File: src/rtl/demux1t4_tdm.sv
// demux1t4_tdm
// Receive-side 1:4 time-division demultiplexer. A single TDM stream whose
// transmitter steps through slots 0..3, holding each slot for SLOT_HOLD
// cycles, is split back into four registered lanes. A sync marker aligns
// the receiver to slot 0 / hold 0, and every complete frame is presented
// on O0..O3 together with a one-cycle valid pulse.
//
// Ports:
//   clk       system clock, rising edge
//   rst_n     asynchronous active-low reset
//   en        advance enable; 0 freezes position, shadows and outputs
//   sync      frame marker; the current cycle is slot 0, hold 0
//   I0        TDM data stream (WIDTH bits)
//   O0..O3    recovered lanes, updated together once per frame
//   S         slot being received in the current cycle
//   valid     one-cycle pulse when O0..O3 hold a new complete frame
//   sync_err  one-cycle pulse when sync arrived off a frame boundary

module demux1t4_tdm #(
    parameter int WIDTH     = 1,
    parameter int SLOT_HOLD = 1
) (
    input  logic             clk,
    input  logic             rst_n,
    input  logic             en,
    input  logic             sync,
    input  logic [WIDTH-1:0] I0,
    output logic [WIDTH-1:0] O0,
    output logic [WIDTH-1:0] O1,
    output logic [WIDTH-1:0] O2,
    output logic [WIDTH-1:0] O3,
    output logic [1:0]       S,
    output logic             valid,
    output logic             sync_err
);

    localparam int HW = (SLOT_HOLD > 1) ? $clog2(SLOT_HOLD) : 1;
    localparam logic [HW-1:0] HOLD_LAST = HW'(SLOT_HOLD - 1);

    typedef enum logic {
        UNLOCKED = 1'b0,
        LOCKED   = 1'b1
    } lock_t;

    lock_t            state, state_nxt;
    logic [HW-1:0]    hold, hold_nxt, hold_eff;
    logic [1:0]       s_nxt, slot_eff;
    logic [WIDTH-1:0] sh0, sh1, sh2;
    logic [WIDTH-1:0] sh0_nxt, sh1_nxt, sh2_nxt;
    logic [WIDTH-1:0] o0_nxt, o1_nxt, o2_nxt, o3_nxt;
    logic             valid_nxt, err_nxt;
    logic             advance;

    always_ff @(posedge clk or negedge rst_n) begin
        if (!rst_n) begin
            state    <= UNLOCKED;
            hold     <= '0;
            S        <= 2'd0;
            sh0      <= '0;
            sh1      <= '0;
            sh2      <= '0;
            O0       <= '0;
            O1       <= '0;
            O2       <= '0;
            O3       <= '0;
            valid    <= 1'b0;
            sync_err <= 1'b0;
        end else begin
            state    <= state_nxt;
            hold     <= hold_nxt;
            S        <= s_nxt;
            sh0      <= sh0_nxt;
            sh1      <= sh1_nxt;
            sh2      <= sh2_nxt;
            O0       <= o0_nxt;
            O1       <= o1_nxt;
            O2       <= o2_nxt;
            O3       <= o3_nxt;
            valid    <= valid_nxt;
            sync_err <= err_nxt;
        end
    end

    always_comb begin
        state_nxt = state;
        hold_nxt  = hold;
        s_nxt     = S;
        sh0_nxt   = sh0;
        sh1_nxt   = sh1;
        sh2_nxt   = sh2;
        o0_nxt    = O0;
        o1_nxt    = O1;
        o2_nxt    = O2;
        o3_nxt    = O3;
        valid_nxt = 1'b0;
        err_nxt   = 1'b0;
        slot_eff  = S;
        hold_eff  = hold;
        advance   = 1'b0;

        // sync overrides the tracked position for this cycle; an off-boundary
        // sync while locked throws away the partial frame in the shadows.
        if (en) begin
            if (sync) begin
                slot_eff  = 2'd0;
                hold_eff  = '0;
                state_nxt = LOCKED;
                if (state == LOCKED && (S != 2'd0 || hold != '0)) begin
                    err_nxt = 1'b1;
                    sh0_nxt = '0;
                    sh1_nxt = '0;
                    sh2_nxt = '0;
                end
            end
            advance = sync || (state == LOCKED);
        end

        // Sampling happens on the last hold cycle of a slot. Slot 3 is not
        // shadowed: it goes straight to O3 so the whole frame lands at once.
        if (advance) begin
            if (hold_eff == HOLD_LAST) begin
                hold_nxt = '0;
                s_nxt    = slot_eff + 2'd1;
                case (slot_eff)
                    2'd0: sh0_nxt = I0;
                    2'd1: sh1_nxt = I0;
                    2'd2: sh2_nxt = I0;
                    default: begin
                        o0_nxt    = sh0;
                        o1_nxt    = sh1;
                        o2_nxt    = sh2;
                        o3_nxt    = I0;
                        valid_nxt = 1'b1;
                    end
                endcase
            end else begin
                hold_nxt = hold_eff + HW'(1);
                s_nxt    = slot_eff;
            end
        end
    end

endmodule

File: config.mk
export PLATFORM = sky130hd
export DESIGN_NAME = demux1t4_tdm
export DESIGN_NICKNAME = d
export VERILOG_FILES = /design/src/rtl/demux1t4_tdm.sv
export SDC_FILE = /design/constraint.sdc
export NUM_CORES = 1
export LEC_CHECK = 0
export ABC_AREA = 0
export CAP_MARGIN = 15
export CORE_MARGIN = 2
export CORE_UTILIZATION = 25
export CTS_BUF_LIST = sky130_fd_sc_hd__clkbuf_4 sky130_fd_sc_hd__clkbuf_8 sky130_fd_sc_hd__clkbuf_16
export DETAILED_ROUTE_END_ITERATION = 10
export PLACE_DENSITY = 0.54
export SYNTH_ARGS = -nofsm -noshare
export SYNTH_HDL_FRONTEND = slang
export SYNTH_SLANG_ARGS = --single-unit
export TNS_END_PERCENT = 20
File: constraint.sdc
create_clock -name clk -period 1.6 [get_ports clk]
set_input_delay 0.48 -clock clk [delete_from_list [all_inputs] [get_ports clk]]
set_output_delay 0.48 -clock clk [all_outputs]
set_load 0.02 [all_outputs]
# == After elaboration in Yosys (flattened, before gate mapping) ==
# Cells that the tools add are included.
# classes
add_sub_neg,2
n_eq_ne,2
n_mux,31
n_bitwise,2
reduce_logical,8
# op_table
cell,n
$mux W1,28
$mux W2,3
$reduce_and A3 Y1,1
$reduce_or A3 Y1,1
$add A2 B1 Y2 const B,1
$eq A2 B1 Y1 const B,1
$eq A2 B2 Y1 const B,1
$logic_not A2 Y1,1
$logic_or A1 B1 Y1,2
$not A1 Y1,2
$reduce_and A2 Y1,1
$reduce_bool A2 Y1,1
$add A1 B1 Y1 const B,1
$logic_and A1 B1 Y1,1
# word_totals
regBits,13
inputBits,5
out_inout_bits,8
elab_cells,57

# == Longest topological paths before layout ==
# Gate-level depths: netlist of run 1.
# logic_depth
ltp_word,9
mapped_depth,6
ltp_nobuf,5

# == Worst setup path before layout of run 1 ==
# Ideal clock, no wire load.
# synth_timing
path_kind,in2reg
start,input en
end,register O0
setup_ns,0.125
arrival_ns,1.586
required_ns,1.475
setup_slack_ns,-0.110
path_stages,6
n_path_buf,1
path_cell_list,buf_2 -> nand2_1 -> and2_1 -> ha_1 -> o211ai_2 -> mux2_2
# synth_between
elab_chain_len,5
word_cells_on_any_way,10
cone_classes,eq/ne: 2; mux: 3; bitwise: 2; reduce/logical: 3
# synth_lines
item,line,rtl
from (decl),25,"input logic en,"
$mux W2,103,if (en) begin
"$eq A2 B2 Y1, or another cell as far along",124,case (slot_eff)
$reduce_or A3 Y1 (no line),--,
$not A1 Y1 (no line),--,
$reduce_and A3 Y1 (no line) (*),--,
to (signal assigned),75,O0 <= o0_nxt;
to (decl),28,"output logic [WIDTH-1:0] O0,"
# Every way passes the cells marked *; elsewhere a longest branch is shown, timed or not.
# A chain may end at the register's enable or synchronous reset.

# == Final worst setup path of run 1 ==
# layout_timing
start,register O3
end,output O3
# layout_rtl
item,line,rtl
from (decl),31,"output logic [WIDTH-1:0] O3,"
from (signal assigned),78,O3 <= o3_nxt;
# No word-level cell between the ends.

==> reports/qor.csv, run 1 <==
metric,value,unit
antenna_left,0,
critPathKind,reg -> out,
start_util,26.8,%
synth_area_leaders,"dfrtp_1, ha_1, mux2_2",
top_register,S,
setup_tns,0,ns
tritoncts,done,
critPathBufInv,1,
yosys_warnings,0,
grtUsageTotal,10.4,%
syn_nets,57,
slowest_stage,dfrtp_1,
tightest_slew,0.412,ns
route.detailed.drc,0,
power.switching,0.388,mW
syn_inst,48,
cts.clk_slew.worst_paths,0.08,ns
cts_buffers,3,
grt_pass1_vias,462,
die-area,2800,um^2
critPathMaxStageDelay,0.38,ns
fin_crit_sh,91.0,%
clkLatencyLatePin,0.27,ns
total_power,1.14,mW
synth.most_common_cell,dfrtp_1,
h-tree-depth,1,
io_buffers,12,
cts-hold-fix-buffers,0,
yosys.area.top_type,dfrtp_1,
slew_headroom,72.5,%
finalHoldViolCount,0,
crit_family,flip-flops,
synth_edf_count,0,
setup_viol,0,
layout_min_cycle_time,1.46,ns
grt_pass1_wl,2040,um
p_comb_share,44.8,%
slew_violations,0,
yosys_register_bits,12,
pin_count,13,
worst_setup_path_start_kind,flip-flop,
fin_skew,0.00608,ns
cp.arrival,0.98,ns
p_int,0.756,mW
crit_chain,dlygate4sd2_1,
synth_cell_type_count,17,
cellPowerDensity,1360,nW/um^2
synth_common_cells,"dfrtp_1, ha_1, inv_1, mux2_2",
area_delta_synth_final,39.9,%
die_w,53.0,um
wirelength,1140,um
core_area,2230,um^2
status,completed,
power.leakage,0.429,nW
layout.nets,79,
place_ws,-0.417,ns
power.share.switching,33.9,%
dr.pass1.iters,4,
rows,17,
cts_num_sinks,12,
clock_path_buffers,2,
rsz0062_at_grt,false,
syn-cell-area,599,um^2
setup_slack,0.143,ns
critPathCaptureType,output pin,
max_freq,686,MHz
synthArstFlopShare,100,%
ys_seq_area_share,50.1,%
synth_top_area_share,50.1,%
overflow,0,
utilization,37.5,%
fin_cells,96,
antenna_cells,0,
syn_avg_cell_area,12.5,um^2
antenna_found_initial,0,
seqPwrFrac,38.9,%
largest_reg_flops,2,
gp_congestion,0.734,
drt_iter0_markers,7,
critPathRequiredTime,1.12,ns
p_clk_share,16.3,%
dp.cells,93,
viasPerCell,4.50,
min_path_type,in -> async,
cp_max_fo,2,
n_fill_cell,228,
wl_per_cell,11.9,um
grt_max_degree,13,
synthFlopType,dfrtp_1,
drive_gt1_share,29.4,%
die_h,53.0,um
dpl.hpwl,868,um
clock-root-buffer,clkbuf_4,
ir_drop,0.000549,V
dr_total_vias,432,
drv_cap,0,
[placed cells by master, fill, tap and decap left out, drive strengths merged]
cell type	n
nand2	3
nand4b	1
o31ai	3
o2111a	1
dlygate4sd2	10
o211a	3
clkdlybuf4s50	2
o21a	2
and2	2
clkbuf	3
mux2	5
ha	4
buf	8
o211ai	1
o2111ai	3
inv	4
dfrtp	12
nand2b	1
[repair_timing]
item	in CTS	in global routing
setup endpoints to repair	14	0
buffers inserted	0	0
resized for setup	11	0
[logic make-up after synthesis]
| family | synth area share [%] |
|---|---|
| adders and majority gates | 8.35 |
| and+or+nand+nor | 6.47 |
| DFF | 50.1 |
| buffers and inverters | 5.43 |
| AOI/OAI and AO/OA | 19.6 |
| muxes | 10.0 |
[per-layer routing]
metal	wire length [um]	vias up	track usage, %
met5	0	-	0
met4	26	0	6.41
met3	37	3	2.54
met2	524	9	15.4
met1	553	202	13.3
li1	-	218	-
[area by class of cell]
class                      count  area (um^2)  share of cell area [%]
tap                           28         35.0                    4.18
multi-input combinational     29          298                    35.5
sequential                    12          300                    35.8
clock buffer                   3         22.5                    2.69
inverter                       4         15.0                    1.79
timing repair buffer          20          168                    20.0
[power groups by stage]
| stage | registers, mW | clock network (mW) | logic (mW) |
|---|---|---|---|
| 2_1_floorplan | 0.547 | 0 | 0.219 |
| 3_3_place_gp | 0.453 | 0 | 0.567 |
| 3_5_place_dp | 0.456 | 0 | 0.567 |
| 4_1_cts | 0.447 | 0.197 | 0.520 |
| 5_1_grt | 0.459 | 0.214 | 0.558 |
| 6_report | 0.445 | 0.186 | 0.513 |
[metrics by stage]
step	instance area [um^2]	hold slack, ns
final	838	0.497
after global routing	838	0.516
after CTS	838	0.498
after detailed placement	826	0.504
after global placement	826	0.496
after floorplan	631	0.184
[final timing paths]
check | from | to | slack (ns) | cells past startpoint
worst max-delay path | O3 | O3 | 0.14 | 1
worst min-delay path | rst_n | S[0] | 0.50 | 2
worst max register to register | S[0] | O0 | 0.18 | 5
worst min register to register | sh1 | O1 | 0.51 | 1
max in group asynchronous | rst_n | sh1 | 0.95 | 2
min in group clk | sh1 | O1 | 0.51 | 1
Power figures use the tool's default switching activity.
==> run 2: changes to the inputs <==
--- a/config.mk
+++ b/config.mk
@@ -10,6 +10,7 @@
 export CORE_MARGIN = 2
 export CORE_UTILIZATION = 25
 export CTS_BUF_LIST = sky130_fd_sc_hd__clkbuf_4 sky130_fd_sc_hd__clkbuf_8 sky130_fd_sc_hd__clkbuf_16
+export CTS_CLUSTER_DIAMETER = 120
 export DETAILED_ROUTE_END_ITERATION = 10
 export PLACE_DENSITY = 0.54
 export SYNTH_ARGS = -nofsm -noshare
==> results of run 2 <==
The final DEF is identical to that of run 1; final timing and power are the same.
